===== config.mk =====
export PLATFORM = sky130hd
export DESIGN_NAME = onehot_encoder_hs
export DESIGN_NICKNAME = d
export VERILOG_FILES = /design/src/rtl/onehot_encoder_hs.sv
export SDC_FILE = /design/constraint.sdc
export NUM_CORES = 1
export LEC_CHECK = 0
export CAP_MARGIN = 5
export CORE_MARGIN = 2
export CORE_UTILIZATION = 43
export DETAILED_ROUTE_END_ITERATION = 8
export HOLD_SLACK_MARGIN = 0.03
export PLACE_DENSITY_LB_ADDON = 0.3
export SYNTH_ARGS = -nofsm -noshare
export SYNTH_HDL_FRONTEND = slang
export SYNTH_SLANG_ARGS = --single-unit

===== constraint.sdc =====
create_clock -name clk -period 1.6 [get_ports clk]
set_input_delay 0.32 -clock clk [delete_from_list [all_inputs] [get_ports clk]]
set_output_delay 0.32 -clock clk [all_outputs]
set_load 0.05 [all_outputs]

===== src/rtl/onehot_encoder_hs.sv =====
// One-hot/priority request encoder: MSB set -> code 0, LSB set -> code N-1.
// Each new request word yields one result on a valid/ready handshake; stalled events are counted.
module onehot_encoder_hs #(
  parameter int N   = 4,
  parameter int DCW = 8,
  localparam int CW = (N > 1) ? $clog2(N) : 1
) (
  input  logic           clk,
  input  logic           rst_n,
  input  logic           en,
  input  logic [N-1:0]   in,
  input  logic           ready,
  output logic [CW-1:0]  out,
  output logic           valid,
  output logic           multi,
  output logic [DCW-1:0] drop_cnt
);

  typedef enum logic {IDLE = 1'b0, HOLD = 1'b1} state_e;

  state_e         state_q, state_d;
  logic [N-1:0]   prev_q, prev_d;
  logic [CW-1:0]  out_q, out_d;
  logic           multi_q, multi_d;
  logic [DCW-1:0] drop_q, drop_d;

  logic [CW-1:0]  enc_code;
  logic [CW:0]    ones;
  logic           enc_multi;
  logic           event_w;

  // Ascending scan so the highest set bit overwrites lower ones.
  always_comb begin
    enc_code = '0;
    ones     = '0;
    for (int i = 0; i < N; i++) begin
      if (in[i]) enc_code = CW'(N - 1 - i);
      ones = ones + {{CW{1'b0}}, in[i]};
    end
    enc_multi = (ones > (CW+1)'(1));
  end

  assign event_w = en && (in != '0) && (in != prev_q);

  always_comb begin
    state_d = state_q;
    out_d   = out_q;
    multi_d = multi_q;
    drop_d  = drop_q;
    prev_d  = en ? in : '0;
    unique case (state_q)
      IDLE: begin
        if (event_w) begin
          out_d   = enc_code;
          multi_d = enc_multi;
          state_d = HOLD;
        end
      end
      HOLD: begin
        if (ready) begin
          if (event_w) begin
            out_d   = enc_code;
            multi_d = enc_multi;
          end else begin
            state_d = IDLE;
          end
        end else if (event_w && (drop_q != '1)) begin
          drop_d = drop_q + DCW'(1);
        end
      end
      default: state_d = IDLE;
    endcase
  end

  always_ff @(posedge clk or negedge rst_n) begin
    if (!rst_n) begin
      state_q <= IDLE;
      prev_q  <= '0;
      out_q   <= '0;
      multi_q <= 1'b0;
      drop_q  <= '0;
    end else begin
      state_q <= state_d;
      prev_q  <= prev_d;
      out_q   <= out_d;
      multi_q <= multi_d;
      drop_q  <= drop_d;
    end
  end

  assign out      = out_q;
  assign valid    = (state_q == HOLD);
  assign multi    = multi_q;
  assign drop_cnt = drop_q;

endmodule

# After elaboration in Yosys (flattened, before gate mapping)
# Cells that the tools add are included.
[word_totals]
ff_bits = 16
in_bits = 8
out_inout_bits = 12
word_cells = 34
[op_classes]
n_addsub = 4
magnitude_cmp = 1
n_eq_ne = 3
mux = 14
n_bitwise = 2
n_reduce_logical = 5
[ops]
columns = ["operator", "count"]
rows = [
  ["2-bit 2-to-1 mux", 6],
  ["8-bit by 1-bit adder with 8-bit output (second input constant)", 1],
  ["8-bit != test (second input constant)", 1],
  ["1-bit 2-to-1 mux", 4],
  ["4-bit 2-to-1 mux", 1],
  ["4-bit != test", 1],
  ["1-bit case mux with 2 select lines", 2],
  ["2-bit case mux with 2 select lines", 1],
  ["4-bit nonzero test", 1],
  ["2-bit by 1-bit adder with 3-bit output", 1],
  ["3-bit by 1-bit adder with 3-bit output", 1],
  ["3-bit by 1-bit > comparator with 1-bit output (second input constant)", 1],
  ["1-bit logical AND", 3],
  ["3-bit AND reduction", 1],
  ["1-bit by 1-bit adder with 2-bit output", 1],
  ["2-bit != test (second input constant)", 1],
  ["1-bit NOT", 2],
]

# Depth between registers and ports, before layout
# Gate-level depths: netlist (run 1).
[logic_depth]
word_depth = 7
mapped_depth = 6
mapped_depth_nobuf = 6

# Worst setup path after synthesis (run 1)
# No wires, ideal clock.
[synth_path]
path_kind = "reg-to-reg"
startpoint = "reg drop_q[0] (netlist: drop_cnt[0])"
endpoint = "reg drop_q[1] (netlist: drop_cnt[1])"
setup_time_ns = 0.128
t_arrival_ns = 1.761
required_ns = 1.472
slack_ns = -0.289
stages_incl_launch_ff = 6
n_path_buf = 0
synth_period_minus_slack_ns = 1.889
cell_sequence = "dfrtp_1 ha_1 nand3_1 o2111ai_1 nor2_1 mux2_1"
[synth_via]
elab_chain_len = 3
elab_cells_between_ends = 4
classes_between = "add/sub (1); eq/ne (1); reduce/logical (2)"
[synth_rtl]
columns = ["element", "line_no", "text"]
rows = [
  ["start, declared", "25", "logic [DCW-1:0] drop_q, drop_d;"],
  ["start signal, assigned", "87", "drop_q <= drop_d;"],
  ["branches (longest 3 deep; another with 8-bit by 1-bit adder with 8-bit output)", "-", ""],
]
# Parallel ways; which one is timed is not known.
# A chain may end at the register's enable or synchronous reset.

# Worst setup path in the final report (run 1)
[layout_path]
startpoint = "reg drop_q[4] (netlist: drop_cnt[4])"
endpoint = "reg drop_q[7] (netlist: drop_cnt[7])"
# The elaborated chain is that of the path after synthesis.

==> results of run 1 <==
[timing repair]
action                                  in CTS  in global routing
endpoints found under the setup margin      12                  8
pin swaps                                    3                  9
setup buffers                                1                  2
endpoints found under the hold margin        0                  0
hold buffers                                 0                  0
gates resized for setup                     16                 11
[final timing paths]
kind	slack [ns]	startpoint	to
worst max-delay path	0.002	drop_cnt[4]$_DFFE_PN0P_	drop_cnt[7]$_DFFE_PN0P_
worst min-delay path	0.31	in[1]	prev_q[1]$_DFF_PN0_
worst max register to register	0.002	drop_cnt[4]$_DFFE_PN0P_	drop_cnt[7]$_DFFE_PN0P_
worst min register to register	0.52	out[0]$_DFFE_PN0P_	out[0]$_DFFE_PN0P_
max in group asynchronous	1.03	rst_n	drop_cnt[3]$_DFFE_PN0P_
min in group asynchronous	0.36	rst_n	drop_cnt[5]$_DFFE_PN0P_
[sequential cells by signal, indices dropped and copies added, names as in the netlist]
register,count
prev_q,4
valid,1
out,2
drop_cnt,8
multi,1
[cells in the final DEF (no fill, tap or decap), drive strengths merged]
master	count
clkdlybuf4s50	3
nor3	3
clkdlybuf4s15	1
and2	4
nor3b	1
o2111ai	1
nor4	3
mux2	4
nand4	2
or4	1
nand2	4
or3b	1
o211ai	1
nor2	3
xor2	11
dfrtp	16
nor2b	1
fa	1
o22ai	1
inv	5
dlygate4sd2	1
clkbuf	5
buf	34
nor4b	2
ha	3
o21ai	1
nand3	2
[metal layers]
layer  share of wire (%)  GRT usage [%]  vias to the layer above  wire [um]
met2                  53           36.5                       20       1170
met1                  42           24.1                      350        925
met3                 2.6           1.11                        6         57
li1                    -              -                      340          -
met4                 2.5           11.4                        0         55
met5                   0              0                        -          0
[area by class of cell]
cell class	count	area, um^2	share of cell area (%)
multi-input combinational	50	532	37.2
timing repair buffer	40	410	28.7
sequential	16	409	28.7
tap	25	31.3	2.19
clock buffer	4	26.3	1.84
inverter	5	18.8	1.31
[worst max-delay path: cells and delay by family (launching register included)]
family                    cells  cell delay, ns
DFF                           1            0.40
xor gates and xnor gates      1            0.17
and+or+nand+nor               3            0.96
[logic make-up (layout without fill, tap and decap cells)]
| group | after synthesis | after routing |
|---|---|---|
| adder cells (fa/ha/maj) | 4 | 4 |
| flip-flops | 16 | 16 |
| buffers and inverters | 5 | 49 |
| AO/OA/AOI/OAI | 4 | 4 |
| multiplexers | 4 | 4 |
| XOR/XNOR | 11 | 11 |
| AND/OR/NAND/NOR | 27 | 27 |
[power by group through the flow]
stage,clock [W],combinational [W],sequential [W]
detailed placement,0,0.000964,0.000560
CTS,0.000235,0.000992,0.000553
finish,0.000227,0.00101,0.000558
global route,0.000238,0.00106,0.000569
floorplan,0,0.000145,0.000864
global placement,0,0.000939,0.000557
[per-stage QoR]
step,instances,util [%]
final,140,80.1
after global routing,140,80.1
after CTS,139,77.7
after detailed placement,134,73.1
after global placement,134,73.1
after floorplan,71,-
==> reports/qor.yml, run 1 <==
clock_network:
  cts_buffers: 3
  clock_latency_ns: 0.30
  ctsHtreeMaxLevel: 1
  cts.clk_slew.worst_paths_ns: 0.10
  clockBufferDepth: 2
  cts_tree: "built"
  clock_sinks: 16
  cts-root-buf: "clkbuf_4"
power:
  combPwrFrac_pct: 56.3
  total_power_w: 0.00180
  swShare_pct: 41.0
  peakVddDrop_v: 0.000763
  p_sw_w: 0.000736
  internal-power_w: 0.00106
  leakage_nw: 0.664
  cellPowerDensity_nw_per_um2: 1260
  seqPwrFrac_pct: 31.1
  p_clk_share_pct: 12.6
logic_synthesis:
  ys_top_cells_by_count: "dfrtp_1, xor2_1, inv_1"
  ys_ff_latch: 16
  synth-simple-area-share_pct: 22.9
  syn_inst: 71
  async_flop_share_pct: 100
  yosys-top-cells-area: "dfrtp_1, xor2_1, mux2_1, ha_1, and2_1"
  yosysSeqAreaShare_pct: 47.8
  synthMostInstantiatedCell: "dfrtp_1"
  synth_top_family_by_area: "simple AND/OR/NAND/NOR gates"
  synth_top_area_share_pct: 47.8
  synth-compound-area-share_pct: 3.29
  yosysUniqueCellTypes: 26
  synthAdderAreaFrac_pct: 6.88
  syn_area_um2: 837
  synth_mux_area_share_pct: 5.38
  synth_area_per_cell_um2: 11.8
  synthFlopType: "dfrtp_1"
  yosys_warnings: 0
  synth_xor_area_share_pct: 11.5
  synthesis.nets: 83
  yosys.area.top_type: "dfrtp_1"
  synth_edf_count: 0
timing:
  fmax_ghz: 0.626
  rsz0062_at_grt: "true"
  finalSetupViolations: 0
  timing.hold.ws_ns: 0.307
  slew_violations: 0
  min_period_over_period_pct: 99.8
  setup_slack_ns: 0.00241
  period_minus_slack_ns: 1.60
  fin_tns_setup_ns: 0
  finClkSkew_ns: 0.0108
  relSlewSlack_pct: 80.2
  hold_violations: 0
  tightest_slew_ns: 0.294
setup_path:
  path_cells: "nand4_4, or4_4, nor4b_4, xor2_1"
  worstSetupPathType: "reg2reg"
  cp_slowest_cell: "or4_4"
  max_stage_delay_ns: 0.53
  end_kind: "register"
  crit_fanout: 3
  startpoint_type: "register"
  crit_arrival_ns: 1.82
  critPathRequiredTime_ns: 1.83
  rr_worst_depth: 4
die:
  die_y_um: 48.1
  rows: 15
  die_w_um: 48.1
  io_pins: 20
  initial_utilization_pct: 46.9
  core-area_um2: 1780
  die-area_um2: 2320
drt:
  drt.antenna.violating_nets: 0
  drc: 0
  route.vias.total: 716
  wl_per_cell_um: 15.8
  drt_iter0_drc: 8
  firstDrtPassIters: 4
  viasPerCell: 5.11
  routed_wl_um: 2210
global_route:
  grt_pass1_vias: 693
  grt_max_degree: 17
  antenna_found_initial: 0
  grt_pass1_wl_um: 3110
  grt_overflow: 0
  grt_use_total_pct: 20.3
run_status:
  outcome: "complete, no violations"
place:
  io_buffers: 19
  dp_hpwl_um: 1500
  placed_cell_area_um2: 1300
  pre_cts_ws_ns: -0.621
  finalWeightedCongestion: 0.745
job:
  drv_cap: 0
cells_and_area:
  antenna_cells: 0
  syn_to_final_growth_pct: 70.6
  fin_area_um2: 1430
  fin_nets: 128
  drive_gt1_share_pct: 58.3
  fill_cells: 101
min_path:
  hold_path_class: "in2reg"
  hold_path_depth: 2
Note: power is estimated with default switching activity, not from simulation.
==> inputs of run 2 (changes only) <==
CORE_ASPECT_RATIO = 0.75   (was unset)
MAX_ROUTING_LAYER = met4   (was unset)
==> run 2 against run 1 <==
Compared with the run above:
- via count is 6.6% lower
- global-route usage is 0.057 points lower
- cell area is 4.2% lower
- fmax is 3.2% higher
- routed wire length is 13% lower
- clock-buffer cell count stayed put
- critical path depth is 1 higher
- critical endpoint is now drop_cnt[1]$_DFFE_PN0P_
- clock power hardly changed
==> reports/qor.yml, run 2 (synthesis results as in run 1) <==
cells_and_area:
  layout_commonest_cell: "buf_4"
  syn_to_final_growth_pct: 63.4
  drive_gt1_share_pct: 52.7  # -5.6 points
  fin_area_um2: 1370  # -4.2%
  largest_reg_flops: 8  # unchanged
  fin_nets: 125  # -2.3%
  mostFrequentLayoutCells: "buf_4, dfrtp_1, buf_12"
  antenna_cells: 0  # unchanged
  stdcell_count: 134  # -4.3%
setup_path:
  critPathRequiredTime_ns: 1.78  # -0.05 ns
  critPathLaunch: "prev_q[1]$_DFF_PN0_"
  crit_fanout: 8  # +5
  startpoint_type: "register"
  worst-path-buf-inv: 1  # +1
  rr_endpoint: "drop_cnt[1]$_DFFE_PN0P_"
  end_kind: "register"
  reg2reg_slack_ns: 0.05  # +0.05 ns
  crit_family: "flip-flops"
  crit_arrival_ns: 1.73  # -0.09 ns
  rr_worst_depth: 5  # +1
  worstSetupPathType: "reg2reg"
  path_cells: "xor2_2, nor4_4, buf_6, nor2_2, mux2_1"
  reg2reg_from: "prev_q[1]$_DFF_PN0_"
  cp_slowest_cell: "dfrtp_1"
  max_stage_delay_ns: 0.41  # -0.12 ns
timing:
  tightest_slew_ns: 0.360  # +0.0651 ns
  setup_slack_ns: 0.0526  # +0.0502 ns
  hold_violations: 0  # unchanged
  finalSetupViolations: 0  # unchanged
  slew_violations: 0  # unchanged
  period_minus_slack_ns: 1.55  # -0.0502 ns
  fmax_ghz: 0.646  # +3.2%
  min_period_over_period_pct: 96.7  # -3.1 points
  finClkSkew_ns: 0.00487  # -0.00590 ns
  rsz0062_at_grt: "true"
  relSlewSlack_pct: 75.9  # -4.3 points
power:
  peakVddDrop_v: 0.00122  # +60%
  cellPowerDensity_nw_per_um2: 1280  # +1.8%
  leakage_nw: 0.639  # -3.8%
global_route:
  grt_use_total_pct: 20.3  # -0.057 points
  grt_pass1_vias: 697  # +0.58%
  antenna_found_initial: 0  # unchanged
  grt_max_degree: 17  # unchanged
  grt_pass1_wl_um: 3170  # +2.0%
  grt_overflow: 0  # unchanged
place:
  pre_cts_ws_ns: -0.577  # +0.0439 ns
  io_buffers: 19  # unchanged
  place_inst: 130  # -3.0%
  placed_cell_area_um2: 1290  # -0.86%
  dp_hpwl_um: 1460  # -2.9%
  finalWeightedCongestion: 0.793  # +6.5%
clock_network:
  clockBufferDepth: 2  # unchanged
  cts_tree: "built"
  clock_latency_ns: 0.29  # about the same
  cts-root-buf: "clkbuf_4"
  post_cts_buffers: 0  # -1
  cts.clk_slew.worst_paths_ns: 0.09  # about the same
  clock_sinks: 16  # unchanged
  cts_buffers: 3  # unchanged
  ctsHtreeMaxLevel: 1  # unchanged
  postCtsHoldBufs: 0  # unchanged
min_path:
  hold_path_class: "in2async"
die:
  io_pins: 20  # unchanged
  rows: 13  # -2
  die_y_um: 42.2  # -12%
  die-area_um2: 2320  # +0.16%
  initial_utilization_pct: 46.8  # -0.16 points
  core-area_um2: 1790  # +0.35%
  die_w_um: 54.9  # +14%
drt:
  drt_iter0_drc: 15  # +7
  drc: 0  # unchanged
  wl_per_cell_um: 14.3  # -9.1%
  viasPerCell: 4.99  # -2.4%
  routed_wl_um: 1920  # -13%
  firstDrtPassIters: 4  # unchanged
  route.vias.total: 669  # -6.6%
  drt.antenna.violating_nets: 0  # unchanged
job:
  drv_cap: 0  # unchanged
run_status:
  outcome: "complete, no violations"
run 2: per-layer routing:
layer / track usage (%) / vias to the layer above / wire (um)
met5: - / - / 0
met3: 5.36 / 5 / 62
met2: 28.8 / 13 / 925
met1: 27.1 / 322 / 895
li1: - / 329 / -
met4: 8.78 / 0 / 38
run 2: worst reg2reg max path: stages, from the launching register on:
cell and delay, ns:
dfrtp_1 0.41, xor2_2 0.17, nor4_4 0.29, buf_6 0.18, nor2_2 0.05, mux2_1 0.33
run 2: how the worst max path moves through the flow:
| stage | depth (start not counted) | to | slack [ns] |
|---|---|---|---|
| 6_report | 5 | drop_cnt[1]$_DFFE_PN0P_ | 0.05 |
| 5_1_grt | 5 | drop_cnt[1]$_DFFE_PN0P_ | -0.03 |
| 4_1_cts | 7 | drop_cnt[1]$_DFFE_PN0P_ | 0.03 |
| 3_5_place_dp | 7 | drop_cnt[1]$_DFFE_PN0P_ | -0.58 |
| 3_3_place_gp | 7 | out[1]$_DFFE_PN0P_ | -0.53 |
| 2_1_floorplan | 4 | drop_cnt[7]$_DFFE_PN0P_ | -0.06 |
run 2: power by group:
group / total (W) / switching, W / internal (W)
clock network: 0.000224 / 0.000126 / 0.0000972
registers: 0.000559 / 0.0000647 / 0.000494
logic: 0.000969 / 0.000520 / 0.000449
run 2: through the flow:
| stage | util, % | total power (W) | setup TNS, ns | hold slack [ns] |
|---|---|---|---|---|
| 2_1_floorplan | - | 0.00101 | -0.101 | 0.0244 |
| 3_3_place_gp | 72.2 | 0.00149 | -5.51 | 0.475 |
| 3_5_place_dp | 72.2 | 0.00151 | -6.01 | 0.479 |
| 4_1_cts | 75.7 | 0.00175 | 0 | 0.333 |
| 5_1_grt | 76.4 | 0.00184 | -0.0641 | 0.318 |
| 6_report | 76.4 | 0.00175 | 0 | 0.335 |
run 2: area by class of cell:
class / count / area (um^2)
multi-input combinational: 50 / 499
sequential: 16 / 409
fill: 113 / 422
tap: 22 / 27.5
clock buffer: 4 / 26.3
timing repair buffer: 37 / 387
inverter: 5 / 18.8
run 2: repair_timing:
item                       4_1_cts  5_1_grt
pin swaps                        1        2
setup endpoints to repair       11        7
resized for setup               11        9
==> inputs of run 3 (changes only) <==
SKIP_LAST_GASP = 1   (was unset)
==> results of run 3 <==
Final layout, timing and power as in run 2 (identical DEF).
